==> src/rtl/ccd_timing_gen_if.sv <==
// Control/timing bundle between the CCD timing generator and its user.
// The user (master) owns run enable and gap length; the generator (slave)
// drives the sensor clocks, sample strobe and line framing.
interface ccd_timing_gen_if;
    logic        en;
    logic [15:0] gap_cycles;
    logic        sh;
    logic        phi1;
    logic        phi2;
    logic        rs;
    logic        cdsclk1;
    logic [11:0] pix_idx;
    logic        line_active;
    logic        line_done;
    logic        busy;

    modport master (
        output en, gap_cycles,
        input  sh, phi1, phi2, rs, cdsclk1, pix_idx, line_active, line_done, busy
    );

    modport slave (
        input  en, gap_cycles,
        output sh, phi1, phi2, rs, cdsclk1, pix_idx, line_active, line_done, busy
    );
endinterface

==> src/rtl/ccd_timing_gen.sv <==
// Linear-CCD line readout timing: transfer gate, two-phase shift clocks,
// reset gate and ADC sample strobe, plus pixel index and line framing.
// All outputs are registered from the current state/counters, so they lag
// the state by one clock.
//
// state | meaning
// ------+-----------------------------------------------------------
// IDLE  | parked, phi1 high; en starts a line and latches gap_cycles
// PRE   | GUARD cycles of quiet before the transfer gate
// SH    | SH_W cycles with sh high (charge transfer)
// POST  | GUARD cycles of quiet after the transfer gate
// READ  | N_PIX * PIX_DIV cycles of pixel shifting and sampling
// GAP   | gap_reg idle cycles, then en decides PRE or IDLE
module ccd_timing_gen #(
    parameter int N_PIX   = 3694,
    parameter int PIX_DIV = 8,
    parameter int SAMP_PH = 5,
    parameter int SH_W    = 100,
    parameter int GUARD   = 50
) (
    input  logic              clk,
    input  logic              rst,
    ccd_timing_gen_if.slave   bus
);

    localparam logic [2:0] S_IDLE = 3'd0;
    localparam logic [2:0] S_PRE  = 3'd1;
    localparam logic [2:0] S_SH   = 3'd2;
    localparam logic [2:0] S_POST = 3'd3;
    localparam logic [2:0] S_READ = 3'd4;
    localparam logic [2:0] S_GAP  = 3'd5;

    // Down-counter reload values are length-1 so terminal count is zero.
    localparam logic [15:0] GUARD_LD = 16'(GUARD - 1);
    localparam logic [15:0] SH_LD    = 16'(SH_W - 1);
    localparam logic [7:0]  PH_LAST  = 8'(PIX_DIV - 1);
    localparam logic [7:0]  PH_HALF  = 8'(PIX_DIV / 2);
    localparam logic [7:0]  SAMP_A   = 8'(SAMP_PH);
    localparam logic [7:0]  SAMP_B   = 8'(SAMP_PH + 1);
    localparam logic [11:0] PC_LAST  = 12'(N_PIX - 1);

    logic [2:0]  state_q, state_d;
    logic [15:0] tmr_q, tmr_d;
    logic [15:0] gap_q, gap_d;
    logic [7:0]  ph_q, ph_d;
    logic [11:0] pc_q, pc_d;

    logic        sh_q, sh_d;
    logic        phi1_q, phi1_d;
    logic        phi2_q, phi2_d;
    logic        rs_q, rs_d;
    logic        cds_q, cds_d;
    logic [11:0] pix_q, pix_d;
    logic        act_q, act_d;
    logic        done_q, done_d;
    logic        busy_q, busy_d;

    logic        tmr_tc;
    logic        en_check;
    logic        last_cycle;

    assign tmr_tc     = (tmr_q == 16'd0);
    assign last_cycle = (ph_q == PH_LAST) && (pc_q == PC_LAST);

    // Next-state, timer, pixel/phase counters and gap latch.
    always_comb begin
        state_d  = state_q;
        tmr_d    = tmr_q;
        gap_d    = gap_q;
        ph_d     = ph_q;
        pc_d     = pc_q;
        en_check = 1'b0;
        case (state_q)
            S_IDLE: en_check = 1'b1;
            S_PRE: begin
                if (tmr_tc) begin
                    state_d = S_SH;
                    tmr_d   = SH_LD;
                end else begin
                    tmr_d = tmr_q - 16'd1;
                end
            end
            S_SH: begin
                if (tmr_tc) begin
                    state_d = S_POST;
                    tmr_d   = GUARD_LD;
                end else begin
                    tmr_d = tmr_q - 16'd1;
                end
            end
            S_POST: begin
                if (tmr_tc) begin
                    state_d = S_READ;
                    ph_d    = 8'd0;
                    pc_d    = 12'd0;
                end else begin
                    tmr_d = tmr_q - 16'd1;
                end
            end
            S_READ: begin
                if (ph_q == PH_LAST) begin
                    ph_d = 8'd0;
                    if (pc_q == PC_LAST) begin
                        if (gap_q != 16'd0) begin
                            state_d = S_GAP;
                            tmr_d   = gap_q - 16'd1;
                        end else begin
                            en_check = 1'b1;
                        end
                    end else begin
                        pc_d = pc_q + 12'd1;
                    end
                end else begin
                    ph_d = ph_q + 8'd1;
                end
            end
            S_GAP: begin
                if (tmr_tc) begin
                    en_check = 1'b1;
                end else begin
                    tmr_d = tmr_q - 16'd1;
                end
            end
            default: state_d = S_IDLE;
        endcase

        // Line boundary: en is only looked at here, so a line always completes.
        if (en_check) begin
            if (bus.en) begin
                state_d = S_PRE;
                tmr_d   = GUARD_LD;
                gap_d   = bus.gap_cycles;
            end else begin
                state_d = S_IDLE;
            end
        end
    end

    // Output levels decoded from the current state; registered below.
    always_comb begin
        sh_d   = 1'b0;
        phi1_d = 1'b1;
        phi2_d = 1'b0;
        rs_d   = 1'b0;
        cds_d  = 1'b0;
        pix_d  = 12'd0;
        act_d  = 1'b0;
        done_d = 1'b0;
        busy_d = (state_q != S_IDLE);
        case (state_q)
            S_SH: sh_d = 1'b1;
            S_READ: begin
                phi1_d = (ph_q < PH_HALF);
                phi2_d = !(ph_q < PH_HALF);
                rs_d   = (ph_q == 8'd0);
                cds_d  = (ph_q == SAMP_A) || (ph_q == SAMP_B);
                pix_d  = pc_q;
                act_d  = 1'b1;
                done_d = last_cycle;
            end
            default: ;
        endcase
    end

    // State and counter registers; reset aborts any line in progress.
    always_ff @(posedge clk or posedge rst) begin
        if (rst) begin
            state_q <= S_IDLE;
            tmr_q   <= 16'd0;
            gap_q   <= 16'd0;
            ph_q    <= 8'd0;
            pc_q    <= 12'd0;
        end else begin
            state_q <= state_d;
            tmr_q   <= tmr_d;
            gap_q   <= gap_d;
            ph_q    <= ph_d;
            pc_q    <= pc_d;
        end
    end

    // Output registers; all clear to 0 in reset, phi1 included.
    always_ff @(posedge clk or posedge rst) begin
        if (rst) begin
            sh_q   <= 1'b0;
            phi1_q <= 1'b0;
            phi2_q <= 1'b0;
            rs_q   <= 1'b0;
            cds_q  <= 1'b0;
            pix_q  <= 12'd0;
            act_q  <= 1'b0;
            done_q <= 1'b0;
            busy_q <= 1'b0;
        end else begin
            sh_q   <= sh_d;
            phi1_q <= phi1_d;
            phi2_q <= phi2_d;
            rs_q   <= rs_d;
            cds_q  <= cds_d;
            pix_q  <= pix_d;
            act_q  <= act_d;
            done_q <= done_d;
            busy_q <= busy_d;
        end
    end

    assign bus.sh          = sh_q;
    assign bus.phi1        = phi1_q;
    assign bus.phi2        = phi2_q;
    assign bus.rs          = rs_q;
    assign bus.cdsclk1     = cds_q;
    assign bus.pix_idx     = pix_q;
    assign bus.line_active = act_q;
    assign bus.line_done   = done_q;
    assign bus.busy        = busy_q;

endmodule

==> src/flat_wrapper.sv <==
// flat-port wrapper written by rule: the top's interface ports become plain ports
module ccd_timing_gen_flat 
#(
    parameter int N_PIX   = 3694,
    parameter int PIX_DIV = 8,
    parameter int SAMP_PH = 5,
    parameter int SH_W    = 100,
    parameter int GUARD   = 50
)
  (clk, rst, bus_en, bus_gap_cycles, bus_sh, bus_phi1, bus_phi2, bus_rs, bus_cdsclk1, bus_pix_idx, bus_line_active, bus_line_done, bus_busy);
  ccd_timing_gen_if bus_i ();
  input  logic clk;
  input  logic rst;
  input wire logic [$bits(bus_i.en)-1:0] bus_en;
  input wire logic [$bits(bus_i.gap_cycles)-1:0] bus_gap_cycles;
  output wire logic [$bits(bus_i.sh)-1:0] bus_sh;
  output wire logic [$bits(bus_i.phi1)-1:0] bus_phi1;
  output wire logic [$bits(bus_i.phi2)-1:0] bus_phi2;
  output wire logic [$bits(bus_i.rs)-1:0] bus_rs;
  output wire logic [$bits(bus_i.cdsclk1)-1:0] bus_cdsclk1;
  output wire logic [$bits(bus_i.pix_idx)-1:0] bus_pix_idx;
  output wire logic [$bits(bus_i.line_active)-1:0] bus_line_active;
  output wire logic [$bits(bus_i.line_done)-1:0] bus_line_done;
  output wire logic [$bits(bus_i.busy)-1:0] bus_busy;
  assign bus_i.en = bus_en;
  assign bus_i.gap_cycles = bus_gap_cycles;
  assign bus_sh = bus_i.sh;
  assign bus_phi1 = bus_i.phi1;
  assign bus_phi2 = bus_i.phi2;
  assign bus_rs = bus_i.rs;
  assign bus_cdsclk1 = bus_i.cdsclk1;
  assign bus_pix_idx = bus_i.pix_idx;
  assign bus_line_active = bus_i.line_active;
  assign bus_line_done = bus_i.line_done;
  assign bus_busy = bus_i.busy;
  ccd_timing_gen #(.N_PIX(N_PIX), .PIX_DIV(PIX_DIV), .SAMP_PH(SAMP_PH), .SH_W(SH_W), .GUARD(GUARD)) u_core (.clk(clk), .rst(rst), .bus(bus_i));
endmodule
==> config.mk <==
export PLATFORM = sky130hd
export DESIGN_NAME = ccd_timing_gen_flat
export DESIGN_NICKNAME = d
export VERILOG_FILES = /design/src/rtl/ccd_timing_gen_if.sv /design/src/rtl/ccd_timing_gen.sv /design/src/flat_wrapper.sv
export SDC_FILE = /design/constraint.sdc
export NUM_CORES = 1
export LEC_CHECK = 0
export CAP_MARGIN = 20
export CORE_UTILIZATION = 40
export CTS_CLUSTER_SIZE = 10
export DETAILED_ROUTE_END_ITERATION = 16
export PLACE_DENSITY = 0.66
export SYNTH_ARGS = -nofsm -noshare
export SYNTH_HDL_FRONTEND = slang
export SYNTH_SLANG_ARGS = --single-unit
==> constraint.sdc <==
create_clock -name clk -period 8.33 [get_ports clk]
set_clock_uncertainty 0.1 [all_clocks]
set_input_delay 0.833 -clock clk [delete_from_list [all_inputs] [get_ports clk]]
set_output_delay 0.833 -clock clk [all_outputs]
set_load 0.005 [all_outputs]
After elaboration in Yosys (flattened, before gate mapping)
Cells that the tools add are included.

Flip-flop bits (word level): 75. Bits in latches: 0. Memory bits (writable): 0. ROM bits: 0. Bits of input ports: 19. Output and inout bits: 20. Logic and storage cells: 91. Memories kept: 0.

Add/subtract/negate cells: 4. Multiply operators: 0. Div/mod/pow operators: 0. $lt $le $gt $ge: 1. Equal/unequal tests: 19. Shift operators: 0. Muxes and demuxes: 38. Bitwise gates (word level): 0. Reductions and logical operators: 15.

Operators with widths (number): $mux W16 (8); $pmux W16 S4 (1); $mux W12 (4); $sub A16 B1 Y16 const B (2); $eq A8 B3 Y1 const B (3); $pmux W12 S2 (1); $mux W3 (7); $ne A3 B1 Y1 const B (6); $logic_not A16 Y1 (1); $mux W8 (2); $pmux W8 S2 (1); $reduce_bool A16 Y1 (1); $pmux W3 S5 (1); $add A12 B1 Y12 const B (1); $eq A12 B12 Y1 const B (1); $mux W1 (12); $add A8 B1 Y8 const B (1); $logic_not A8 Y1 (1); $lt A8 B3 Y1 const B (1); $reduce_and A7 Y1 (1); $eq A3 B2 Y1 const B (2); $eq A3 B3 Y1 const B (2); $ne A2 B1 Y1 const B (3); $reduce_and A2 Y1 (2); 11 further kinds (12).

Logic depth before layout (Yosys ltp)
Word-level depth: 7. Mapped depth: 12. Depth with buffers taken out: 12.

Worst setup path before layout
OpenSTA, ideal clock, no wires.

Path kind: register -> register. From: register u_core.tmr_q[1]. To: register u_core.tmr_q[0]. Setup time: 0.137 ns. Arrival time: 2.479 ns. Required time: 8.093 ns. Setup slack: 5.614 ns. Cell stages (with the launch flop): 13. Buffers on the path: 0. Period minus slack after synthesis: 2.716 ns. Path through: dfrtp_1 > inv_1 > ha_1 > or3b_2 > nor4_4 > inv_4 > ha_1 > nand2_1 > o21ai_0 > a21oi_1 > o21ai_0 > nor2_1 > o21ai_0.

Longest elaborated chain between the ends: 5. Elaborated cells between the ends (all ways): 9. Classes of those cells: mux (8); reduce/logical (1).

Ends and longest elaborated chain: start, declared (line ccd_timing_gen.sv:43) `logic [15:0] tmr_q, tmr_d;`; start signal, assigned (line ccd_timing_gen.sv:175) `tmr_q <= tmr_d;`; $logic_not A16 Y1 (*) (line ccd_timing_gen.sv:62) `assign tmr_tc = (tmr_q == 16'd0);`; $mux W16, on equally long branches; $pmux W16 S4 (line ccd_timing_gen.sv:73) `case (state_q)`; $mux W16 (line ccd_timing_gen.sv:129) `if (bus.en) begin`; $mux W16 (*) (line ccd_timing_gen.sv:128) `if (en_check) begin`; net u_core.tmr_d[0] (line ccd_timing_gen.sv:43).

The timed path passes the listed nets; every way through them passes the cells marked *. A chain may end at the register's enable or synchronous reset.

Worst setup path in the final report
From: register u_core.state_q[0]. To: register u_core.state_q[0].

Longest elaborated chain between the ends: 4. Elaborated cells between the ends (all ways): 18. Classes of those cells: eq/ne (12); mux (3); reduce/logical (3).

Ends and longest elaborated chain: start, declared (line ccd_timing_gen.sv:42) `logic [2:0] state_q, state_d;`; start signal, assigned (line ccd_timing_gen.sv:174) `state_q <= state_d;`; $eq A3 B3 Y1 / $logic_not A3 Y1 (equally long branches) (line ccd_timing_gen.sv:73); $pmux W1 S3 / $reduce_or A2 Y1 (equally long branches); $ne A3 B1 Y1 (no line), or another cell as far along; $reduce_and A7 Y1 (no line) / $mux W3 (equally long branches).

Several ways; a longest one is shown, not always the timed one.

==> results.md <==
- Die area: 11350 sq um
- Clock root cell: clkbuf_8
- Synth top area cells: dfrtp_1, nand2_1, o21ai_0, nor2_1, ha_1
- Status: completed
- Startpoint class of the critical path: flop
- VDD IR-drop max: a little over 0.06 mV
- Hold buffer count at CTS: 0
- Grt total ovfl: 0
- Placed Area: 4816 sq um
- Top_reg_cell synth: dfrtp_1
- Ys Warns: 0
- Commonest cells in the netlist: nand2_1, dfrtp_1, nor2_1, o21ai_0, a21oi_1
- Core ar.: about 10000 sq um
- PD cells: 134.9 nW/um^2
- Die width: 106.5 um
- Library cells used by synthesis: 63
- PostCTS Resize Cnt: 0
- Fmax: 0.2742 GHz
- Final nets: 556
- Data arrival time of the worst path: 3.82 ns
- Leakage: roughly 2.1 nW
- # setup viols final: 0
- Vias in the first global route: 3461
- Worst-path cell chain: or2_1 -> or2_1 -> inv_2 -> nand3b_1 -> nor4_4 -> o31a_2 -> nor2_1 -> o21ai_0
- Total GRT Usage: 19.30%
- Top-Level Pins: 39
- Num CTS Buffers: 9
- Setup_tns: 0 ns
- Fin. Hold Viols: 0
- Max incr delay on CP: roughly 0.64 ns
- CP Capture Type: flop
- Area growth syn-to-layout: 14.97%
- Post-synthesis sequential area ratio: between 40% and 50%
- Clk sink count: 75
- Setup bufs post-CTS: 0
- Period utilization: 43.78%
- Share of the synthesized area in the top cell type: roughly 43%
- CP Max Fanout: 32
- Post-synth top area cell: dfrtp_1
- Die Y-Extent: 106.5 um
- Layout cells sized above 1: 7.156%
- Post-Syn Area: 4370 sq um
- Slew margin rel.: between 30% and 40%
- Routability cong.: 0.8686
- DP HPWL: 7.068 mm
- Class of the worst hold path: reg -> reg
- Fill cells: ~1.0k
- Initial drt markers: about 270
- CTS tree: built
- Vias: approximately 3.8k
- Max Transition Viols Final: 0
- WL final: 10.42 mm
- Data required time at the worst endpoint: 8.51 ns
- Via density: between 5 and 6
- FF+latch area: 1877 sq um
- Syn_nets: 528
- Area taken by multi-input logic gates: 2307 sq um
- Clk Latency, worst-skew pair: 0.36 ns
- Initial antenna violation count: 0
- Post-synth EDFFs: 0
- Largest net degree at the start of global routing: 76
- Num rows: 37
- H-Tree Depth: 3
- Most common cell on crit path: or2_1
- Clock Pin Slew Worst Setup and Hold Paths: roughly 0.090 ns
- DRC: 0
- TritonRoute pass-1 iters: 4
- Antenna cells: 0
- Wire per inst: about 16 um
- Critical path class: reg -> reg
- Finished Cell Area: 5025 sq um
- #FFs+latches synth: 75
- Max cap viols: 0
- Worst path slowest cell: o31a_2
- CTS Buffer Depth: 2
- Ys async rst share: 100.0%
- DRT antenna net count: 0
- RSZ-0062 raised after global routing: false
- Syn Inst Count: 498
- Most common cell in the netlist: nand2_1
- Slack of the worst reg-to-reg path: 4.68 ns
- First-pass GRT wire length: 17.34 mm
- Slew @ Worst Pin: 0.9941 ns
- IO Port Bufs: 38
- Starting Density: between 40% and 50%
- Avg Inst Size Synth: 8.776 sq um
- Fin crit period: ~3.6 ns
state kept, by name, indices dropped and copies added (netlist names), 3 cells and up:
name                count
u_core.tmr_q           16
u_core.state_q          3
u_core.gap_q           16
u_core.pc_q            12
u_core.ph_q             8
u_core.bus.pix_idx     12
per-stage QoR:
stage	total power, mW	hold slack (ns)	setup WS (ns)	utilization, %	instances
after detailed placement	0.3875	0.4154	4.734	46.03	651
after CTS	0.6853	0.4333	4.702	48.03	667
final	0.6779	0.4307	4.683	48.03	667
after global placement	0.3872	0.4113	4.608	45.96	650
after floorplan	0.3765	0.3823	5.487	-	498
after global routing	0.7046	0.4723	4.380	48.03	667
layout by cell type (no fill, tap or decap), drive strengths merged, types with 4 or more instances in the layout:
master,instances
nand2,87
dfrtp,75
nor2,43
o21ai,39
clkdlybuf4s50,38
a21oi,19
nand3,18
nor3,17
inv,17
xnor2,15
nor4,14
and2,13
xor2,11
ha,11
a31oi,9
clkbuf,9
o211ai,8
or4,8
nand4,7
nor3b,6
nand2b,5
nand3b,4
nor2b,4
or3,4
a211oi,4
o31ai,4
power breakdown:
| group | internal (mW) | switching, mW | total, mW |
|---|---|---|---|
| logic | 0.00776 | 0.00814 | 0.0159 |
| clock network | 0.143 | 0.155 | 0.298 |
| registers | 0.364 | 0 | 0.364 |
| total | 0.515 | 0.163 | 0.678 |
metal layers:
layer | wire [um] | up-vias | GRT usage [%] | part of all wire, %
met2 | 4948 | 105 | 30.10 | 47
met1 | 4852 | 1840 | 27.06 | 47
li1 | - | 1827 | - | -
met4 | 191 | 0 | 7.730 | 1.8
met5 | 0 | - | 0 | 0
met3 | 426 | 20 | 2.575 | 4.1
cell type report:
class	instances	area share (%)
tap	136	3.386
timing repair buffer	41	8.018
sequential	75	37.35
clock inverter	7	1.693
multi-input combinational	384	45.92
inverter	15	1.170
clock buffer	9	2.465
kinds of logic (layout without fill, tap and decap cells):
group,after synthesis,in the layout,synth area share (%)
buffers and inverters,39,72,4.266
AOI/OAI and AO/OA,103,103,15.17
muxes,3,3,0.6871
DFF,75,75,42.94
adders and majority gates,11,11,3.149
xor gates and xnor gates,26,26,5.210
and+or+nand+nor,241,241,28.57
path summary, 6_finish.rpt:
check                                       start           endpoint  cells past startpoint
worst max register to register  u_core.state_q[0]  u_core.state_q[0]                      8
max in group asynchronous                     rst  u_core.state_q[2]                      3
worst min register to register    u_core.gap_q[7]    u_core.gap_q[7]                      2
worst min-delay path              u_core.gap_q[7]    u_core.gap_q[7]                      2
min in group asynchronous                     rst     u_core.pc_q[9]                      3
worst max-delay path            u_core.state_q[0]  u_core.state_q[0]                      8
worst max-delay path, delay by kind of cell (launching register included):
family,cells,cell delay [ns]
AOI/OAI and AO/OA,2,0.80
buffers and inverters,1,0.47
DFF,1,0.60
and+or+nand+nor,5,1.59
No activity file was read; power rests on OpenSTA's default activity.
